$ cat src/rtl/instr_encoder.sv
// RV32I instruction encoder: packs op descriptors into I/S/B/R words and writes them to instruction memory.
// Optional macro IMM_RANGE_CHECK_EN rejects out-of-range or odd-offset immediates as illegal ops.
module instr_encoder #(
  parameter int ADDR_WIDTH = 8,
  parameter int BASE_ADDR  = 0
) (
  input  logic                  clk,
  input  logic                  rst,
  input  logic                  start,
  input  logic                  in_valid,
  output logic                  in_ready,
  input  logic [3:0]            in_op,
  input  logic [4:0]            in_rd,
  input  logic [4:0]            in_rs1,
  input  logic [4:0]            in_rs2,
  input  logic signed [31:0]    in_imm,
  input  logic                  in_last,
  output logic                  mem_we,
  output logic [ADDR_WIDTH-1:0] mem_addr,
  output logic [31:0]           mem_wdata,
  output logic                  busy,
  output logic                  done,
  output logic [ADDR_WIDTH:0]   count,
  output logic                  err
);

  typedef enum logic [1:0] {IDLE, ACCEPT, WRITE, DONE} state_t;

  localparam logic [3:0] OP_ADDI = 4'd0;
  localparam logic [3:0] OP_LW   = 4'd1;
  localparam logic [3:0] OP_SW   = 4'd2;
  localparam logic [3:0] OP_BEQ  = 4'd3;
  localparam logic [3:0] OP_BNE  = 4'd4;
  localparam logic [3:0] OP_ADD  = 4'd5;
  localparam logic [3:0] OP_SUB  = 4'd6;
  localparam logic [3:0] OP_AND  = 4'd7;
  localparam logic [3:0] OP_OR   = 4'd8;

  localparam logic [ADDR_WIDTH-1:0] BASE = ADDR_WIDTH'(BASE_ADDR);
  localparam logic [ADDR_WIDTH:0]   CAP  = {1'b1, {ADDR_WIDTH{1'b0}}};

  state_t      state, state_nxt;
  logic        last_p1;
  logic        hs, full, legal, sess_start;
  logic [31:0] word;

  function automatic logic [31:0] encode(input logic [3:0] op, input logic [4:0] rd,
                                         input logic [4:0] rs1, input logic [4:0] rs2,
                                         input logic [12:0] imm);
    logic [31:0] w;
    w = '0;
    case (op)
      OP_ADDI: w = {imm[11:0], rs1, 3'b000, rd, 7'b0010011};
      OP_LW:   w = {imm[11:0], rs1, 3'b010, rd, 7'b0000011};
      OP_SW:   w = {imm[11:5], rs2, rs1, 3'b010, imm[4:0], 7'b0100011};
      OP_BEQ:  w = {imm[12], imm[10:5], rs2, rs1, 3'b000, imm[4:1], imm[11], 7'b1100011};
      OP_BNE:  w = {imm[12], imm[10:5], rs2, rs1, 3'b001, imm[4:1], imm[11], 7'b1100011};
      OP_ADD:  w = {7'b0000000, rs2, rs1, 3'b000, rd, 7'b0110011};
      OP_SUB:  w = {7'b0100000, rs2, rs1, 3'b000, rd, 7'b0110011};
      OP_AND:  w = {7'b0000000, rs2, rs1, 3'b111, rd, 7'b0110011};
      OP_OR:   w = {7'b0000000, rs2, rs1, 3'b110, rd, 7'b0110011};
      default: w = '0;
    endcase
    return w;
  endfunction

`ifdef IMM_RANGE_CHECK_EN
  function automatic logic imm_legal(input logic [3:0] op, input logic signed [31:0] imm);
    case (op)
      OP_ADDI, OP_LW, OP_SW: return (imm >= -32'sd2048) && (imm <= 32'sd2047);
      OP_BEQ, OP_BNE:        return (imm >= -32'sd4096) && (imm <= 32'sd4094) && !imm[0];
      default:               return 1'b1;
    endcase
  endfunction

  assign legal = (in_op <= OP_OR) && imm_legal(in_op, in_imm);
`else
  // Upper immediate bits are truncated away when range checking is disabled.
  logic imm_unused;
  assign imm_unused = ^in_imm[31:13];
  assign legal      = (in_op <= OP_OR);
`endif

  assign word       = encode(in_op, in_rd, in_rs1, in_rs2, in_imm[12:0]);
  assign hs         = in_valid && (state == ACCEPT);
  assign full       = (count == CAP);
  assign sess_start = start && ((state == IDLE) || (state == DONE));

  always_ff @(posedge clk or posedge rst) begin
    if (rst) state <= IDLE;
    else     state <= state_nxt;
  end

  always_comb begin
    state_nxt = state;
    case (state)
      IDLE, DONE: if (start) state_nxt = ACCEPT;
      ACCEPT: begin
        if (hs) begin
          if (full)        state_nxt = DONE;
          else if (!legal) state_nxt = in_last ? DONE : ACCEPT;
          else             state_nxt = WRITE;
        end
      end
      WRITE:   state_nxt = last_p1 ? DONE : ACCEPT;
      default: state_nxt = IDLE;
    endcase
  end

  always_comb begin
    in_ready = (state == ACCEPT);
    mem_we   = (state == WRITE);
    busy     = (state == ACCEPT) || (state == WRITE);
    done     = (state == DONE);
  end

  // Pointer and count advance as the WRITE cycle retires, so mem_addr is valid throughout WRITE.
  always_ff @(posedge clk or posedge rst) begin
    if (rst) begin
      mem_addr  <= BASE;
      mem_wdata <= '0;
      count     <= '0;
      err       <= 1'b0;
      last_p1   <= 1'b0;
    end else begin
      if (sess_start) begin
        mem_addr <= BASE;
        count    <= '0;
        err      <= 1'b0;
      end
      if (hs) begin
        mem_wdata <= word;
        last_p1   <= in_last;
        if (full || !legal) err <= 1'b1;
      end
      if (state == WRITE) begin
        mem_addr <= mem_addr + ADDR_WIDTH'(1);
        count    <= count + (ADDR_WIDTH+1)'(1);
      end
    end
  end

endmodule

$ cat config.mk
export PLATFORM = sky130hd
export DESIGN_NAME = instr_encoder
export DESIGN_NICKNAME = d
export VERILOG_FILES = /design/src/rtl/instr_encoder.sv
export SDC_FILE = /design/constraint.sdc
export NUM_CORES = 1
export LEC_CHECK = 0
export CAP_MARGIN = 25
export CELL_PAD_IN_SITES_DETAIL_PLACEMENT = 1
export CELL_PAD_IN_SITES_GLOBAL_PLACEMENT = 1
export CORE_UTILIZATION = 32
export CTS_CLUSTER_SIZE = 25
export DETAILED_ROUTE_END_ITERATION = 7
export GPL_TIMING_DRIVEN = 1
export PLACE_DENSITY = 0.81
export SLEW_MARGIN = 20
export SYNTH_ARGS = -nofsm -noshare
export SYNTH_HDL_FRONTEND = slang
export SYNTH_SLANG_ARGS = --single-unit
$ cat constraint.sdc
create_clock -name clk -period 1.9 [get_ports clk]
set_input_delay 0.475 -clock clk [delete_from_list [all_inputs] [get_ports clk]]
set_output_delay 0.475 -clock clk [all_outputs]
set_load 0.05 [all_outputs]
==> out/qor.yml, run 1 <==
outcome:
  status: "finished, final reports clean"
yosys:
  synth_cell_types: 54
  synth-seq-area-share_pct: 46.4
  async_flop_share_pct: 100
  syn_avg_cell_area_um2: 9.69
  ys_warn_count: 0
  synth_edf_count: 0
  synth-seq-cells: 50
  synthCells: 278
  netlist_area_mm2: 0.00269
  synthFlopType: "dfrtp_1"
global_routing:
  antenna_found_initial: 0
  grt_overflow_total: 0
  grt_max_degree: 51
  track_usage_pct: 18.7
  grt_pass1_wl_um: 13000
  first_global_vias: 2563
clock_tree:
  clock_latency_ns: 0.30
  cts_tree: "built"
  clock_sinks: 50
  clock_path_buffers: 2
  cts-root-buf: "clkbuf_8"
  cts.clk_slew.worst_paths_ns: 0.09
  cts_made_buffers: 5
  cts_max_level: 2
drt:
  viasPerCell: 5.11
  num_vias: 2466
  drt_drc_violations_left: 0
  wl_per_cell_um: 16.1
  ant_nets: 0
  drt_iter0_markers: 37
  wl_um: 7790
  dr.pass1.iters: 4
final_layout:
  finalNetCount: 439
  antenna_cells: 0
  area_growth_pct: 40.3
  final_util_pct: 46.2
  stdcell_count: 483
  drive_gt1_share_pct: 25.4
  nFillCells: 945
floorplanning:
  die_x_um: 93.8
  die-area_mm2: 0.00879
  core-area_mm2: 0.00818
  start_util_pct: 33.0
  die_y_um: 93.8
  num_io_pins: 110
  std_cell_rows: 33
timing:
  drv_slew: 0
  setup_viol: 0
  finalHoldViolations: 0
  post-route-period-util_pct: 95.3
  rsz0062_at_grt: "false"
  skew_ns: 0.00685
  fmax_mhz: 552
  layout_min_cycle_time_ns: 1.81
power_and_ir_drop:
  ir_drop_mv: 0.809
  power-per-cell-area_mw_per_mm2: 1510
  leakage_nw: 1.76
run:
  maxCapViolCount: 0
placed_design:
  portBuffers: 88
  finalWeightedCongestion: 0.839
  dp_hpwl_um: 5970
  dp.cells: 474
critical_path:
  crit_arrival_ns: 1.34
  crit_fanout: 6
  worstSetupPathType: "flip-flop to output pin"
  cp-start-kind: "flip-flop"
  r2r-start: "state[0]$_DFFE_PP0P_"
  rrSetupSlack_ns: 0.24
  endpoint_kind: "output pin"
  reg2reg_to: "mem_wdata[13]$_DFFE_PP0P_"
  r2r_cells: 6
  required_ns: 1.42
min_path:
  min_to: "mem_wdata[19]$_DFFE_PP0P_"
  hold_path.class: "flip-flop to flip-flop"
  hold_start: "mem_wdata[19]$_DFFE_PP0P_"
  hold_depth: 2
-- layout by cell type (no fill, tap or decap), types with 2 or more instances in the layout --
cell             count
o21ai_0             13
nand3_1              8
o31ai_1              3
a221oi_1             4
a2bb2oi_1            5
ha_1                 5
and2_1               2
and3_1               3
conb_1               2
nand2_1             46
a22o_1               7
nor2_1              13
a31oi_1              3
nor2b_1              3
buf_12               5
o21ai_1             14
mux2i_1             12
clkbuf_8             8
nand4_1              5
dfrtp_1             50
buf_4               70
o211ai_1             3
mux2_2               2
a211o_1              4
inv_1                6
a21oi_1             17
nand2b_1             3
clkdlybuf4s50_1     36
-- repair_timing --
action / in CTS / in global routing
gates resized for setup: 0 / 1
setup endpoints to repair: 1 / 2
buffers inserted: 1 / 0
pin swaps: 0 / 0
endpoints found under the hold margin: 0 / 0
hold buffers: 0 / 0
-- kinds of logic (layout without fill, tap and decap cells) --
kind of cell	after synthesis	in the layout	share of synthesized area [%]
DFF	50	50	46.4
muxes	14	14	5.30
AOI/OAI and AO/OA	84	84	20.9
buffers and inverters	28	127	7.06
adders and majority gates	6	6	2.79
other	1	2	0.139
and+or+nand+nor	95	95	17.4
-- power breakdown --
| part | internal [mW] | total, mW | switching [mW] |
|---|---|---|---|
| clock | 0.368 | 0.719 | 0.351 |
| combinational | 1.11 | 3.31 | 2.20 |
| sequential | 1.42 | 1.68 | 0.256 |
| total | 2.90 | 5.71 | 2.81 |
-- critical path, cell delays in order, from the launching register on --
cell	delay [ns]
dfrtp_1	0.45
ha_4	0.33
inv_1	0.10
buf_12	0.16
-- cell usage after synthesis (all sizes together) (2+ instances only) --
cell type	n	area share (%)
nand2	47	6.6
nand3	8	1.5
mux2	2	0.84
a2bb2oi	5	1.6
a211o	4	1.3
nand2b	3	0.70
and2	2	0.46
nor2	14	2.2
mux2i	12	4.5
o21ai	28	5.3
a22o	7	2.3
and2b	2	0.60
ha	6	2.8
clkbuf	9	2.4
or2	2	0.56
and3	3	0.70
nand4	5	1.2
dfrtp	50	46
a21oi	17	3.2
inv	8	1.2
a221oi	4	1.3
a31oi	3	0.70
o31ai	3	0.84
nor2b	4	1.0
o211ai	3	0.84
buf	11	3.5
-- how the worst max path moves through the flow --
stage | start | slack [ns] | endpoint | cells past startpoint
floorplan | state[1]$_DFFE_PP0P_ | 0.12 | mem_wdata[25]$_DFFE_PP0P_ | 5
global placement | in_op[1] | -0.17 | mem_wdata[21]$_DFFE_PP0P_ | 6
detailed placement | in_op[1] | -0.19 | mem_wdata[20]$_DFFE_PP0P_ | 6
CTS | state[1]$_DFFE_PP0P_ | 0.01 | busy | 3
global route | state[0]$_DFFE_PP0P_ | 0.03 | busy | 4
finish | state[1]$_DFFE_PP0P_ | 0.09 | busy | 3
-- state kept, by name, summed over array words and instances, names as in the netlist --
name,flops
err,1
state,2
last_p1,1
mem_wdata,29
mem_addr,8
count,9
-- metal layers --
metal	share of wire, %	GRT usage [%]
met4	0.44	3.46
met5	0	0
met3	4.0	3.07
met2	51	32.9
met1	44	24.3
-- per-stage QoR --
step / setup WS, ns / setup TNS, ns / instance area (µm²) / power (mW) / hold slack [ns]
detailed placement: -0.192 / -2.39 / 3650 / 4.98 / 0.473
finish: 0.0895 / 0 / 3780 / 5.71 / 0.488
floorplan: 0.118 / 0 / 2700 / 3.84 / 0.444
CTS: 0.0114 / 0 / 3770 / 5.73 / 0.500
global placement: -0.169 / -1.70 / 3650 / 4.90 / 0.462
global route: 0.0285 / 0 / 3780 / 6.02 / 0.518
-- layout make-up --
class                           instances  area [µm²]  area share (%)
Tap cell                              105         131            3.48
Multi-Input combinational cell        201        1270            33.6
Inverter                                8        32.5           0.861
Timing Repair Buffer                  111         986            26.1
Clock buffer                            8         110            2.91
Sequential cell                        50        1250            33.1
No activity file was read; power rests on OpenSTA's default activity.
==> inputs of run 2 (changes only) <==
--- a/config.mk
+++ b/config.mk
@@ -8,11 +8,12 @@
 export CAP_MARGIN = 25
 export CELL_PAD_IN_SITES_DETAIL_PLACEMENT = 1
 export CELL_PAD_IN_SITES_GLOBAL_PLACEMENT = 1
-export CORE_UTILIZATION = 32
+export CORE_UTILIZATION = 26
 export CTS_CLUSTER_SIZE = 25
 export DETAILED_ROUTE_END_ITERATION = 7
 export GPL_TIMING_DRIVEN = 1
-export PLACE_DENSITY = 0.81
+export PLACE_DENSITY = 0.68
+export REMOVE_ABC_BUFFERS = 1
 export SLEW_MARGIN = 20
 export SYNTH_ARGS = -nofsm -noshare
 export SYNTH_HDL_FRONTEND = slang
==> run 2 against run 1 <==
Compared with the run above:
- flip-flop and latch count did not move
- worst hold slack got worse by 0.0063 ns
- routed wire length decreased by 2.1%
- combinational power rose by 1%
- register-to-register slack improved by 0.08 ns
- critical path depth grew 1
- largest power group unchanged
- highest routed layer unchanged
==> out/qor.yml, run 2 (synthesis gave the netlist of run 1 again) <==
outcome:
  status: "finished, final reports clean"  # unchanged
power_and_ir_drop:
  power-per-cell-area_mw_per_mm2: 1460  # was 1510 mW/mm²
  leakage_nw: 1.79  # was 1.76 nW
  total_power_mw: 5.63  # was 5.71 mW
  ir_drop_mv: 0.810  # was 0.809 mV
clock_tree:
  cts_tree: "built"  # unchanged
  cts-root-buf: "clkbuf_8"  # unchanged
  clock_latency_ns: 0.30  # about the same
  cts_hold_buf: 0  # unchanged
  cts_made_buffers: 5  # unchanged
  clock_path_buffers: 2  # unchanged
  cts.clk_slew.worst_paths_ns: 0.08  # was 0.09 ns
  cts_max_level: 2  # unchanged
  clock_sinks: 50  # unchanged
timing:
  rsz0062_at_grt: "false"  # unchanged
  setup_viol: 0  # unchanged
  finalHoldViolations: 0  # unchanged
  skew_ns: 0.00504  # was 0.00685 ns
  post-route-period-util_pct: 95.7  # was 95.3%
  layout_min_cycle_time_ns: 1.82  # was 1.81 ns
  fmax_mhz: 550  # was 552 MHz
  drv_slew: 0  # unchanged
final_layout:
  final-seq-area_mm2: 0.00125  # unchanged
  antenna_cells: 0  # unchanged
  mostFrequentLayoutCell: "buf_4"  # unchanged
  reg_top3: "mem_wdata: 29 flops, count: 9 flops, mem_addr: 8 flops"  # unchanged
  largest_reg_flops: 29  # unchanged
  multi_input_area_mm2: 0.00127  # unchanged
  drive_gt1_share_pct: 26.2  # was 25.4%
  nFillCells: 1178  # was 945
  area_growth_pct: 43.5  # was 40.3%
  finalNetCount: 447  # was 439
  layout_common_cells: "76 x buf_4, 50 x dfrtp_1, 46 x nand2_1, 36 x clkdlybuf4s50_1, 17 x a21oi_1"  # was 70 x buf_4, 50 x dfrtp_1, 46 x nand2_1, 36 x clkdlybuf4s50_1, 17 x a21oi_1
  largest-register: "mem_wdata"  # unchanged
  fin_area_mm2: 0.00387  # was 0.00378 mm²
global_routing:
  first_global_vias: 2586  # was 2563
  grt_pass1_wl_um: 12900  # was 13000 µm
  grt_overflow_total: 0  # unchanged
  grt_max_degree: 51  # unchanged
  track_usage_pct: 14.6  # was 18.7%
  antenna_found_initial: 0  # unchanged
placed_design:
  dpl_cell_area_mm2: 0.00377  # was 0.00365 mm²
  dp_hpwl_um: 5860  # was 5970 µm
  finalWeightedCongestion: 0.775  # was 0.839
  portBuffers: 88  # unchanged
floorplanning:
  num_io_pins: 110  # unchanged
  core-area_mm2: 0.00991  # was 0.00818 mm²
  start_util_pct: 27.2  # was 33.0%
  die-area_mm2: 0.0108  # was 0.00879 mm²
  std_cell_rows: 36  # was 33
  die_y_um: 104  # was 93.8 µm
  die_x_um: 104  # was 93.8 µm
critical_path:
  r2r_cells: 5  # was 6
  r2r-start: "state[1]$_DFFE_PP0P_"  # was state[0]$_DFFE_PP0P_
  crit_buf_inv: 3  # was 2
  reg2reg_to: "mem_addr[6]$_DFFE_PP0P_"  # was mem_wdata[13]$_DFFE_PP0P_
  crit_cells: 4  # was 3
  cp-start-kind: "flip-flop"  # unchanged
  crit_arrival_ns: 1.34  # about the same
  crit_fanout: 4  # was 6
  required_ns: 1.42  # about the same
  cpPeakStageDelay_ns: 0.39  # was 0.45 ns
  crit_slowest_cell: "dfrtp_1"  # unchanged
  path_delay_family: "buffers and inverters"  # was flip-flops
  endpoint_kind: "output pin"  # unchanged
  cp-endpoint: "in_ready"  # was busy
  crit_top_cell: "buf_4"
  worstSetupPathType: "flip-flop to output pin"  # unchanged
  crit_start: "state[0]$_DFFE_PP0P_"  # was state[1]$_DFFE_PP0P_
  crit_chain: "buf_4, ha_1, buf_4, buf_12"  # was ha_4, inv_1, buf_12
  rrSetupSlack_ns: 0.32  # was 0.24 ns
drt:
  ant_nets: 0  # unchanged
  drt_drc_violations_left: 0  # unchanged
  viasPerCell: 4.71  # was 5.11
  wl_per_cell_um: 14.7  # was 16.1 µm
  num_vias: 2441  # was 2466
  drt_iter0_markers: 62  # was 37
  wl_um: 7630  # was 7790 µm
  dr.pass1.iters: 4  # unchanged
run:
  maxCapViolCount: 0  # unchanged
min_path:
  hold_path.class: "flip-flop to flip-flop"  # unchanged
## run 2: worst min path at each step
| stage | startpoint | end | cells past startpoint | slack (ns) |
|---|---|---|---|---|
| 2_1_floorplan | last_p1$_DFFE_PP0P_ | last_p1$_DFFE_PP0P_ | 2 | 0.45 |
| 3_3_place_gp | mem_addr[7]$_DFFE_PP0P_ | mem_addr[7]$_DFFE_PP0P_ | 1 | 0.46 |
| 3_5_place_dp | last_p1$_DFFE_PP0P_ | last_p1$_DFFE_PP0P_ | 2 | 0.47 |
| 4_1_cts | last_p1$_DFFE_PP0P_ | last_p1$_DFFE_PP0P_ | 2 | 0.49 |
| 5_1_grt | last_p1$_DFFE_PP0P_ | last_p1$_DFFE_PP0P_ | 2 | 0.51 |
| 6_report | last_p1$_DFFE_PP0P_ | last_p1$_DFFE_PP0P_ | 2 | 0.48 |
## run 2: per-layer routing
layer  vias to the layer above  GRT usage, %  part of all wire [%]
li1                       1197             -                     -
met1                      1162          18.9                    46
met2                        74          24.0                    47
met3                         8          3.90                   6.1
met4                         0          4.18                  0.98
met5                         -             0                     0
## run 2: through the flow
stage / cells / setup WS [ns] / hold slack [ns] / setup TNS (ns) / util (%)
final: 518 / 0.0815 / 0.482 / 0 / 39.0
after global routing: 518 / 0.0297 / 0.507 / 0 / 39.0
after CTS: 517 / 0.0371 / 0.490 / 0 / 38.9
after detailed placement: 510 / -0.181 / 0.466 / -1.57 / 38.0
after global placement: 510 / -0.138 / 0.461 / -0.787 / 38.0
after floorplan: 259 / -0.210 / 0.445 / -1.54 / -
## run 2: power by group
part	total [mW]	switching, mW	leakage, nW	internal, mW
sequential	1.70	0.274	0.657	1.42
combinational	3.35	2.19	1.10	1.16
clock	0.582	0.328	0.0383	0.254
## run 2: what timing repair did
| action | CTS | global route |
|---|---|---|
| gates resized for setup | 2 | 0 |
| buffers inserted | 0 | 1 |
| endpoints found under the setup margin | 2 | 1 |
| endpoints found under the hold margin | 0 | 0 |
## run 2: layout make-up
type	instances	share of cell area [%]
clock buffer	7	1.97
timing repair buffer	119	27.7
multi-input combinational	201	32.8
tap	133	4.30
inverter	8	0.841
sequential	50	32.4
## run 2: worst register-to-register path, delay by kind of cell, from the launching register on
| kind | cells | cell delay [ns] |
|---|---|---|
| DFF | 1 | 0.45 |
| and+or+nand+nor | 2 | 0.44 |
| AOI/OAI and AO/OA | 2 | 0.26 |
| adders and majority gates | 1 | 0.33 |
==> inputs of run 3 (changes only) <==
--- a/config.mk
+++ b/config.mk
@@ -11,10 +11,8 @@
 export CORE_UTILIZATION = 26
 export CTS_CLUSTER_SIZE = 25
 export DETAILED_ROUTE_END_ITERATION = 7
-export GPL_TIMING_DRIVEN = 1
 export PLACE_DENSITY = 0.68
 export REMOVE_ABC_BUFFERS = 1
-export SLEW_MARGIN = 20
 export SYNTH_ARGS = -nofsm -noshare
 export SYNTH_HDL_FRONTEND = slang
 export SYNTH_SLANG_ARGS = --single-unit
==> results of run 3 <==
Final layout, timing and power as in run 2 (identical DEF).
